==> src/rtl/smvm_batch_scheduler.sv <==
`default_nettype none
// == smvm_batch_scheduler : SMVM job parser, vector writer and K-lane batch issuer == rev 1.0 ==
module smvm_batch_scheduler #(
  parameter int K  = 4,
  parameter int VW = 8,
  parameter int CW = 7,
  parameter int RW = 8
) (
  input  logic              clk,
  input  logic              rst,
  input  logic              in_valid,
  output logic              in_ready,
  input  logic [VW-1:0]     in_data,
  input  logic [CW-1:0]     in_col,
  input  logic              in_ipv,
  input  logic              in_last,
  output logic              vec_we,
  output logic [CW-1:0]     vec_waddr,
  output logic [VW-1:0]     vec_wdata,
  output logic              iss_valid,
  input  logic              iss_ready,
  output logic [K*VW-1:0]   iss_val,
  output logic [K*CW-1:0]   iss_col,
  output logic [K-1:0]      iss_ipv,
  output logic [K-1:0]      iss_mask,
  output logic              iss_last,
  output logic              busy,
  output logic              done,
  output logic [RW-1:0]     row_count,
  output logic              err
);

  localparam int LW = (K > 1) ? $clog2(K) : 1;

  typedef enum logic [2:0] {
    S_IDLE  = 3'd0,
    S_COLS  = 3'd1,
    S_VEC   = 3'd2,
    S_NZ    = 3'd3,
    S_DRAIN = 3'd4,
    S_DONE  = 3'd5
  } state_t;

  state_t            r_state;
  logic [RW-1:0]     r_rows;
  logic [CW-1:0]     r_cols;
  logic [CW:0]       r_vec_cnt;
  logic [LW-1:0]     r_lane;
  logic [K*VW-1:0]   r_acc_val;
  logic [K*CW-1:0]   r_acc_col;
  logic [K-1:0]      r_acc_ipv;
  logic [K-1:0]      r_acc_mask;

  logic              w_xfer;
  logic              w_nz_xfer;
  logic              w_iss_xfer;
  logic              w_batch_done;
  logic              w_cols_last;
  logic [K*VW-1:0]   w_bval;
  logic [K*CW-1:0]   w_bcol;
  logic [K-1:0]      w_bipv;
  logic [K-1:0]      w_bmask;

  always_comb begin
    in_ready = 1'b0;
    case (r_state)
      S_IDLE, S_COLS, S_VEC: in_ready = 1'b1;
      S_NZ:                  in_ready = !iss_valid || iss_ready;
      default:               in_ready = 1'b0;
    endcase
  end

  assign w_xfer       = in_valid && in_ready;
  assign w_nz_xfer    = w_xfer && (r_state == S_NZ);
  assign w_iss_xfer   = iss_valid && iss_ready;
  assign w_batch_done = w_nz_xfer && ((r_lane == LW'(K-1)) || in_last);
  assign w_cols_last  = (r_vec_cnt == ({1'b0, r_cols} - (CW+1)'(1)));

  assign vec_we    = w_xfer && (r_state == S_VEC);
  assign vec_waddr = r_vec_cnt[CW-1:0];
  assign vec_wdata = in_data;

  assign busy = (r_state != S_IDLE);
  assign done = (r_state == S_DONE);

  // Accumulated lanes plus the beat being accepted; lanes above it are still zero.
  always_comb begin
    w_bval  = r_acc_val;
    w_bcol  = r_acc_col;
    w_bipv  = r_acc_ipv;
    w_bmask = r_acc_mask;
    for (int i = 0; i < K; i++) begin
      if (LW'(i) == r_lane) begin
        w_bval[i*VW +: VW] = in_data;
        w_bcol[i*CW +: CW] = in_col;
        w_bipv[i]          = in_ipv;
        w_bmask[i]         = 1'b1;
      end
    end
  end

  always_ff @(posedge clk) begin
    if (rst) begin
      r_state    <= S_IDLE;
      r_rows     <= '0;
      r_cols     <= '0;
      r_vec_cnt  <= '0;
      r_lane     <= '0;
      r_acc_val  <= '0;
      r_acc_col  <= '0;
      r_acc_ipv  <= '0;
      r_acc_mask <= '0;
      iss_valid  <= 1'b0;
      iss_val    <= '0;
      iss_col    <= '0;
      iss_ipv    <= '0;
      iss_mask   <= '0;
      iss_last   <= 1'b0;
      row_count  <= '0;
      err        <= 1'b0;
    end else begin
      // A completing batch may load in the same cycle the previous one leaves.
      if (w_batch_done) begin
        iss_valid <= 1'b1;
        iss_val   <= w_bval;
        iss_col   <= w_bcol;
        iss_ipv   <= w_bipv;
        iss_mask  <= w_bmask;
        iss_last  <= in_last;
      end else if (w_iss_xfer) begin
        iss_valid <= 1'b0;
      end

      case (r_state)
        S_IDLE: begin
          if (w_xfer) begin
            r_rows    <= RW'(in_data);
            row_count <= '0;
            err       <= 1'b0;
            r_state   <= S_COLS;
          end
        end
        S_COLS: begin
          if (w_xfer) begin
            r_cols    <= in_data[CW-1:0];
            r_vec_cnt <= '0;
            if (in_data[CW-1:0] != '0)
              r_state <= S_VEC;
            else if (r_rows == '0)
              r_state <= S_DONE;
            else
              r_state <= S_NZ;
          end
        end
        S_VEC: begin
          if (w_xfer) begin
            r_vec_cnt <= r_vec_cnt + (CW+1)'(1);
            if (w_cols_last)
              r_state <= (r_rows == '0) ? S_DONE : S_NZ;
          end
        end
        S_NZ: begin
          if (w_nz_xfer) begin
            if (in_ipv && (row_count != '1))
              row_count <= row_count + RW'(1);
            if (w_batch_done) begin
              r_acc_val  <= '0;
              r_acc_col  <= '0;
              r_acc_ipv  <= '0;
              r_acc_mask <= '0;
              r_lane     <= '0;
            end else begin
              r_acc_val  <= w_bval;
              r_acc_col  <= w_bcol;
              r_acc_ipv  <= w_bipv;
              r_acc_mask <= w_bmask;
              r_lane     <= r_lane + LW'(1);
            end
            if (in_last)
              r_state <= S_DRAIN;
          end
        end
        S_DRAIN: begin
          if (w_iss_xfer)
            r_state <= S_DONE;
        end
        S_DONE: begin
          err     <= (row_count != r_rows);
          r_state <= S_IDLE;
        end
        default: r_state <= S_IDLE;
      endcase
    end
  end

endmodule
`default_nettype wire
==> config.mk <==
export PLATFORM = sky130hd
export DESIGN_NAME = smvm_batch_scheduler
export DESIGN_NICKNAME = d
export VERILOG_FILES = /design/src/rtl/smvm_batch_scheduler.sv
export SDC_FILE = /design/constraint.sdc
export NUM_CORES = 1
export LEC_CHECK = 0
export BUFFER_PORTS_ARGS = -buffer_cell sky130_fd_sc_hd__buf_2
export CAP_MARGIN = 40
export CORE_MARGIN = 4
export CORE_UTILIZATION = 61
export DETAILED_ROUTE_END_ITERATION = 10
export PLACE_DENSITY = 0.85
export RECOVER_POWER = 100
export SLEW_MARGIN = 20
export SYNTH_ARGS = -nofsm -noshare
export SYNTH_HDL_FRONTEND = slang
export SYNTH_SLANG_ARGS = --single-unit
==> constraint.sdc <==
create_clock -name clk -period 3.7 [get_ports clk]
set_input_delay 0.555 -clock clk [delete_from_list [all_inputs] [get_ports clk]]
set_output_delay 0.555 -clock clk [all_outputs]
set_load 0.05 [all_outputs]
==> results of run 1 <==
routing by layer:
metal / GRT usage / vias to the layer above / wire, um
met5: 0 / - / 0
met4: 0.1340 / 0 / 618
met3: 0.05840 / 54 / 1233
met2: 0.4150 / 226 / 8658
met1: 0.3264 / 2988 / 7763
li1: - / 3119 / -
flip-flops by register name, indices dropped and copies added (netlist names), 7 cells and up:
name and count:
iss_val 32, r_acc_val 32, iss_col 28, r_acc_col 28
r_rows 8, r_vec_cnt 8, row_count 8, r_cols 7
worst max-delay path, stage by stage (launching register included):
cell      delay [ns]
dfxtp_1         0.73
nand2_1         0.18
nor3_1          0.30
buf_4           0.24
o21ai_0         0.25
nand2b_2        0.52
clkbuf_2        0.54
a21oi_1         0.10
worst paths after layout:
path	end	slack (ns)	depth (start not counted)
min reg2reg	r_acc_val[9]	0.45	2
max	r_acc_col[4]	0.70	7
min	r_acc_col[6]	0.45	3
max reg2reg	r_acc_col[4]	0.70	7
layout make-up:
| type | count | area share |
|---|---|---|
| clock buffers | 23 | 0.05849 |
| clock inverters | 8 | 0.01778 |
| inverters | 10 | 0.004409 |
| multi-input cells | 610 | 0.4190 |
| flip-flops and latches | 175 | 0.4115 |
| well taps | 168 | 0.02469 |
| repair buffers | 127 | 0.06422 |
synth_stat cells, drive strengths merged, types with 2 or more instances:
| master | instances |
|---|---|
| clkbuf | 52 |
| inv | 10 |
| o21ai | 10 |
| nand4 | 6 |
| buf | 33 |
| or4bb | 2 |
| mux2i | 67 |
| nor3 | 20 |
| a21oi | 80 |
| or2b | 2 |
| xor2 | 12 |
| and2b | 2 |
| nor2 | 102 |
| a211oi | 64 |
| a31oi | 2 |
| nor2b | 2 |
| ha | 7 |
| a22oi | 3 |
| dfxtp | 175 |
| and2 | 23 |
| nand3 | 6 |
| a311o | 2 |
| xnor2 | 10 |
| nand2 | 149 |
| or4 | 6 |
| nor4 | 3 |
| nand2b | 7 |
| or3 | 6 |
| and3 | 2 |
| o2111ai | 2 |
power groups by stage:
stage	Clock, W	Combinational, W	Sequential [W]
after floorplan	0	0.000630	0.00213
after global placement	0	0.000798	0.00210
after detailed placement	0	0.000810	0.00210
after CTS	0.00195	0.000818	0.00206
after global routing	0.00203	0.000875	0.00208
final	0.00193	0.000799	0.00207
logic make-up (layout without fill, tap and decap cells):
kind of cell / after synthesis / count (layout) / share of synthesized area
AO/OA/AOI/OAI: 171 / 171 / 0.1429
XOR/XNOR: 22 / 22 / 0.02553
adder cells (fa/ha/maj): 7 / 7 / 0.01161
buffers and inverters: 95 / 168 / 0.06218
flip-flops: 175 / 175 / 0.4643
multiplexers: 67 / 67 / 0.08887
AND/OR/NAND/NOR: 343 / 343 / 0.2046
placed cells by master, fill, tap and decap left out, types with 2 or more instances in the layout:
master / n
nand3_1: 5
a21oi_1: 80
o21ai_0: 10
a311o_2: 2
clkbuf_16: 17
bufinv_16: 4
clkbuf_1: 100
clkbuf_8: 5
clkbuf_2: 2
nor2_1: 102
nand2_1: 149
o2111ai_1: 2
ha_1: 7
inv_1: 10
and2_0: 11
xnor2_1: 10
and2_1: 12
buf_2: 20
buf_4: 4
nor2b_1: 2
a211oi_1: 64
clkinv_4: 2
or4_4: 2
and3_1: 2
a22oi_1: 3
xor2_1: 12
dfxtp_1: 175
a31oi_1: 2
nor4_1: 3
or3_1: 6
mux2i_1: 67
or4_1: 4
nor3_1: 20
or2b_2: 2
or4bb_1: 2
nand2b_1: 6
nand4_1: 5
through the flow:
| step | area [sq um] | power [W] | hold WS (ns) | util |
|---|---|---|---|---|
| 2_1_floorplan | 7546 | 0.002760 | 0.4291 | - |
| 5_1_grt | 8514 | 0.004985 | 0.4455 | 0.7059 |
| 3_5_place_dp | 8013 | 0.002913 | 0.4429 | 0.6643 |
| 4_1_cts | 8662 | 0.004832 | 0.4258 | 0.7182 |
| 6_report | 8514 | 0.004795 | 0.4453 | 0.7059 |
| 3_3_place_gp | 7998 | 0.002895 | 0.4408 | 0.6631 |
==> flow_summary_export.csv, run 1 <==
group,metric,value,unit
final_layout,nets,969,
synthesis,yosysTopAreaCell,"dfxtp_1",
final_layout,final-seq-area,3503,sq um
setup_path,r2r_start,"r_state[1]",
floorplan,fp.dieArea,14210,sq um
synthesis,synthTopCellsByArea,"dfxtp_1, mux2i_1, nand2_1",
route,ant_nets,0,
timing,period_share,0.8096,
floorplan,rows,40,
power,peakVddDrop,0.0003314,V
timing,setup_viol,0,
timing,grt_setup_unrepaired,"false",
synthesis,synth.distinct_cells,50,
floorplan,die_w,119.2,um
clock_tree,insertion_delay,0.42,ns
route,vias,6387,
synthesis,ys_ff_latch,175,
timing,max_freq,0.3338,GHz
synthesis,synth_area_per_cell,8.575,sq um
setup_path,cp-start-kind,"register",
clock_tree,clk_pin_slew,0.06,ns
setup_path,arrival,3.28,ns
clock_tree,clock_sinks,175,
grt,grt-ovfl-total,0,
synthesis,synth_edf_count,0,
run,max_cap_viol_count,0,
grt,grt_pass1_vias,6057,
floorplan,io_pins,119,
timing,period_needed,2.995,ns
final_layout,fin_cells,1121,
placed_design,hpwl,11940,um
placed_design,dp_slack,1.005,ns
synthesis,netlist_area,7546,sq um
synthesis,synthCells,880,
power,p_per_area,563.2,nW/um^2
final_layout,diodes,0,
synthesis,yosysSeqAreaShare,0.4643,
final_layout,area_growth,12.83,%
setup_path,required,3.99,ns
floorplan,coreArea,12060,sq um
timing,slew_headroom,0.04073,
route,drt-initial-drc-count,546,
power,p_sw_frac,0.2857,
grt,grt_pass1_wl,29790,um
grt,antenna_found_initial,0,
power,p_leak,2.898,nW
clock_tree,clk_path_buf_depth,2,
timing,timing.final.hold_violations,0,
power,switching_power,0.001370,W
placed_design,dp.cells,1090,
final_layout,drive_gt1_frac,0.07345,
clock_tree,ctsHtreeMaxLevel,4,
placed_design,place.gp.congestion,0.8651,
timing,finalWorstSetupSlack,0.7046,ns
floorplan,fp.dieH,119.2,um
setup_path,crit_start,"r_state[1]",
power,p_seq_frac,0.431,
final_layout,multiInputGateArea,3567,sq um
placed_design,port_buffers,118,
grt,grt_max_degree,134,
power,power_frac_comb,0.167,
timing,worstMarginPinSlew,1.439,ns
timing,fin_tns_setup,0,ns
clock_tree,cts_tree,"done",
outcome,status,"completed",
synthesis,synth_top_area_share,0.4643,
clock_tree,cts_hold_buf,0,
setup_path,cp_max_fo,29,
power,clkPwrFrac,0.402,
route,route.detailed.drc,0,
route,routed_wl,18270,um
min_path,hold_start,"in_col[6]",
synthesis,ys.flop_type,"dfxtp_1",
final_layout,fillers,978,
clock_tree,cts-root-buf,"clkbuf_16",
clock_tree,ctsResizeCount,0,
synthesis,yosys_warnings,0,
synthesis,syn_nets,908,
min_path,hold_path_class,"in -> reg",
timing,drv_slew,0,
route,wl_per_cell,16.30,um
floorplan,initial_utilization,0.6256,
route,via_per_inst,5.698,
route,drt-pass1-iter-count,5,
setup_path,crit_type,"reg -> reg",
clock_tree,numCtsBuffers,17,
clock_tree,post_cts_buffers,0,
synthesis,postSynth.asyncResetShare,0,
setup_path,end_kind,"register",
grt,grtUsageTotal,0.2589,
power,p_int,0.003425,W
timing,skew,0.006749,ns
Power figures use the tool's default switching activity.
==> run 2, diff against run 1 <==
- CORE_UTILIZATION: 61 -> 51
- PLACE_DENSITY: 0.85 -> 0.76
- clock period: 3.7 -> 2.7 ns (I/O delays scaled with it)
==> run 2 against run 1 <==
Utilization is 12 points lower. Flip-flop and latch count stayed put. Count of clock-buffer cells in the layout is 1 lower. Total power is 35% higher. Hold slack worse by 0.16 ns. Critical path depth is 2 lower. Setup slack worse by 0.51 ns. Global-route usage is 3.7 points lower. First-iteration DRC count is 18% lower. Clock skew is 0.0014 ns higher. Highest routed layer unchanged.
==> flow_summary_export.csv, run 2 (same netlist as run 1, synthesis figures left out) <==
group,metric,value,unit
clock_tree,cts_tree,"done",
grt,top_usage_layer,"met2",
setup_path,crit_cells,5,
timing,slew_headroom,0.5426,
clock_tree,clk_pin_slew,0.07,ns
grt,grtUsageMet3,0.05771,
outcome,status,"completed",
final_layout,area_growth,13.41,%
grt,grt_pass1_vias,5744,
final_layout,layout_top_registers,"iss_val (32), r_acc_val (32)",
final_layout,final_cell_mix,"dfxtp_1, nand2_1, nor2_1, clkbuf_1, a21oi_1",
clock_tree,insertion_delay,0.43,ns
route,ant_nets,0,
timing,timing.final.hold_violations,0,
route,vias,6303,
final_layout,drive_gt1_frac,0.08714,
setup_path,crit_path_cell_trace,"clkbuf_1, and2b_1, nand2_1, inv_1, clkbuf_2",
final_layout,final_common_cell,"dfxtp_1",
timing,period_needed,2.504,ns
floorplan,fp.dieH,129.6,um
timing,grt_setup_unrepaired,"false",
route,drt-initial-drc-count,450,
setup_path,slowest_stage,"dfxtp_1",
placed_design,place.gp.congestion,0.8827,
setup_path,crit_family,"buffers and inverters",
timing,period_share,0.9275,
clock_tree,clk_path_buf_depth,2,
setup_path,crit_type,"reg -> out",
floorplan,fp.dieArea,16810,sq um
placed_design,port_buffers,118,
timing,max_freq,0.3993,GHz
final_layout,final-seq-area,3503,sq um
route,route.detailed.drc,0,
route,routed_wl,18370,um
grt,antenna_found_initial,0,
grt,grt-ovfl-total,0,
clock_tree,cts_hold_buf,0,
grt,grt_pass1_wl,29470,um
placed_design,hpwl,12500,um
grt,grtUsageMet1,0.2936,
clock_tree,post_cts_buffers,0,
clock_tree,numCtsBuffers,17,
timing,fin_hold_ws,0.2835,ns
clock_tree,ctsHtreeMaxLevel,4,
timing,finalWorstSetupSlack,0.1956,ns
placed_design,place_area,8090,sq um
grt,met2_usage,0.3461,
floorplan,die_w,129.6,um
floorplan,initial_utilization,0.5192,
route,drt-pass1-iter-count,7,
final_layout,final_util,0.5888,
setup_path,crit_buf_inv,3,
clock_tree,clock_sinks,175,
clock_tree,cts-root-buf,"clkbuf_16",
min_path,hold_path_class,"in -> reg",
clock_tree,ctsResizeCount,0,
final_layout,multiInputGateArea,3567,sq um
route,via_per_inst,5.490,
run,max_cap_viol_count,0,
setup_path,cp-start-kind,"register",
min_path,min_path_cells,3,
floorplan,io_pins,119,
route,wl_per_cell,16.00,um
timing,skew,0.008114,ns
power,peakVddDrop,0.0005512,V
power,p_per_area,756.5,nW/um^2
floorplan,rows,44,
setup_path,arrival,2.10,ns
final_layout,final_area,8558,sq um
grt,grt_max_degree,62,
timing,fin_tns_setup,0,ns
final_layout,fillers,1363,
power,p_leak,2.934,nW
final_layout,nets,979,
final_layout,diodes,0,
placed_design,dp_slack,0.4388,ns
setup_path,critPathMaxStageDelay,0.49,ns
setup_path,r2r_cells,8,
timing,drv_slew,0,
timing,setup_viol,0,
timing,worstMarginPinSlew,0.6861,ns
grt,grtUsageTotal,0.2220,
setup_path,end_kind,"output port",
floorplan,coreArea,14530,sq um
setup_path,required,2.30,ns
setup_path,cp_max_fo,12,
run 2: cell types whose count changed in the layout (fill, tap and decap cells not counted), sizes merged:
cell / delta
clkinvlp: +2
bufinv: -2
buf: +7
inv: +2
clkbuf: +2
run 2: final timing paths:
| path | start | endpoint | slack [ns] |
|---|---|---|---|
| worst max-delay path | r_state[0] | done | 0.20 |
| worst min-delay path | in_col[6] | r_acc_col[6] | 0.28 |
| worst max register to register | r_state[2] | iss_col[9] | 0.32 |
| worst min register to register | r_acc_val[18] | r_acc_val[18] | 0.45 |
run 2: area by class of cell:
class                           count  area share
Clock inverter                     10     0.01447
Tap cell                          184     0.02690
Multi-Input combinational cell    610      0.4168
Timing Repair Buffer              137     0.07032
Sequential cell                   175      0.4094
Clock buffer                       22     0.05775
Inverter                           10    0.004386
run 2: metrics by stage:
step	instances	total power [W]
finish	1148	0.006474
global route	1148	0.006759
CTS	1148	0.006537
detailed placement	1116	0.004024
global placement	1116	0.004011
floorplan	880	0.003783
run 2: where the power goes:
part	leakage, nW	switching, W	internal, W
Sequential	1.41	0.000120	0.00268
Combinational	1.22	0.000787	0.000357
Clock	0.300	0.00103	0.00150
run 2: worst register-to-register path: stages, from the launching register on:
cell and delay, ns:
dfxtp_1 0.44, inv_1 0.21, nand2_1 0.14, nor3_1 0.24
buf_4 0.23, o21a_2 0.18, clkbuf_4 0.47, nor2_1 0.10
a211oi_1 0.27
run 2: metal layers:
| layer | up-vias | share of wire | routed length [um] |
|---|---|---|---|
| met5 | - | 0 | 0 |
| met4 | 0 | 0.029 | 526 |
| met3 | 37 | 0.060 | 1105 |
| met2 | 185 | 0.46 | 8390 |
| met1 | 2951 | 0.45 | 8342 |
| li1 | 3130 | - | - |
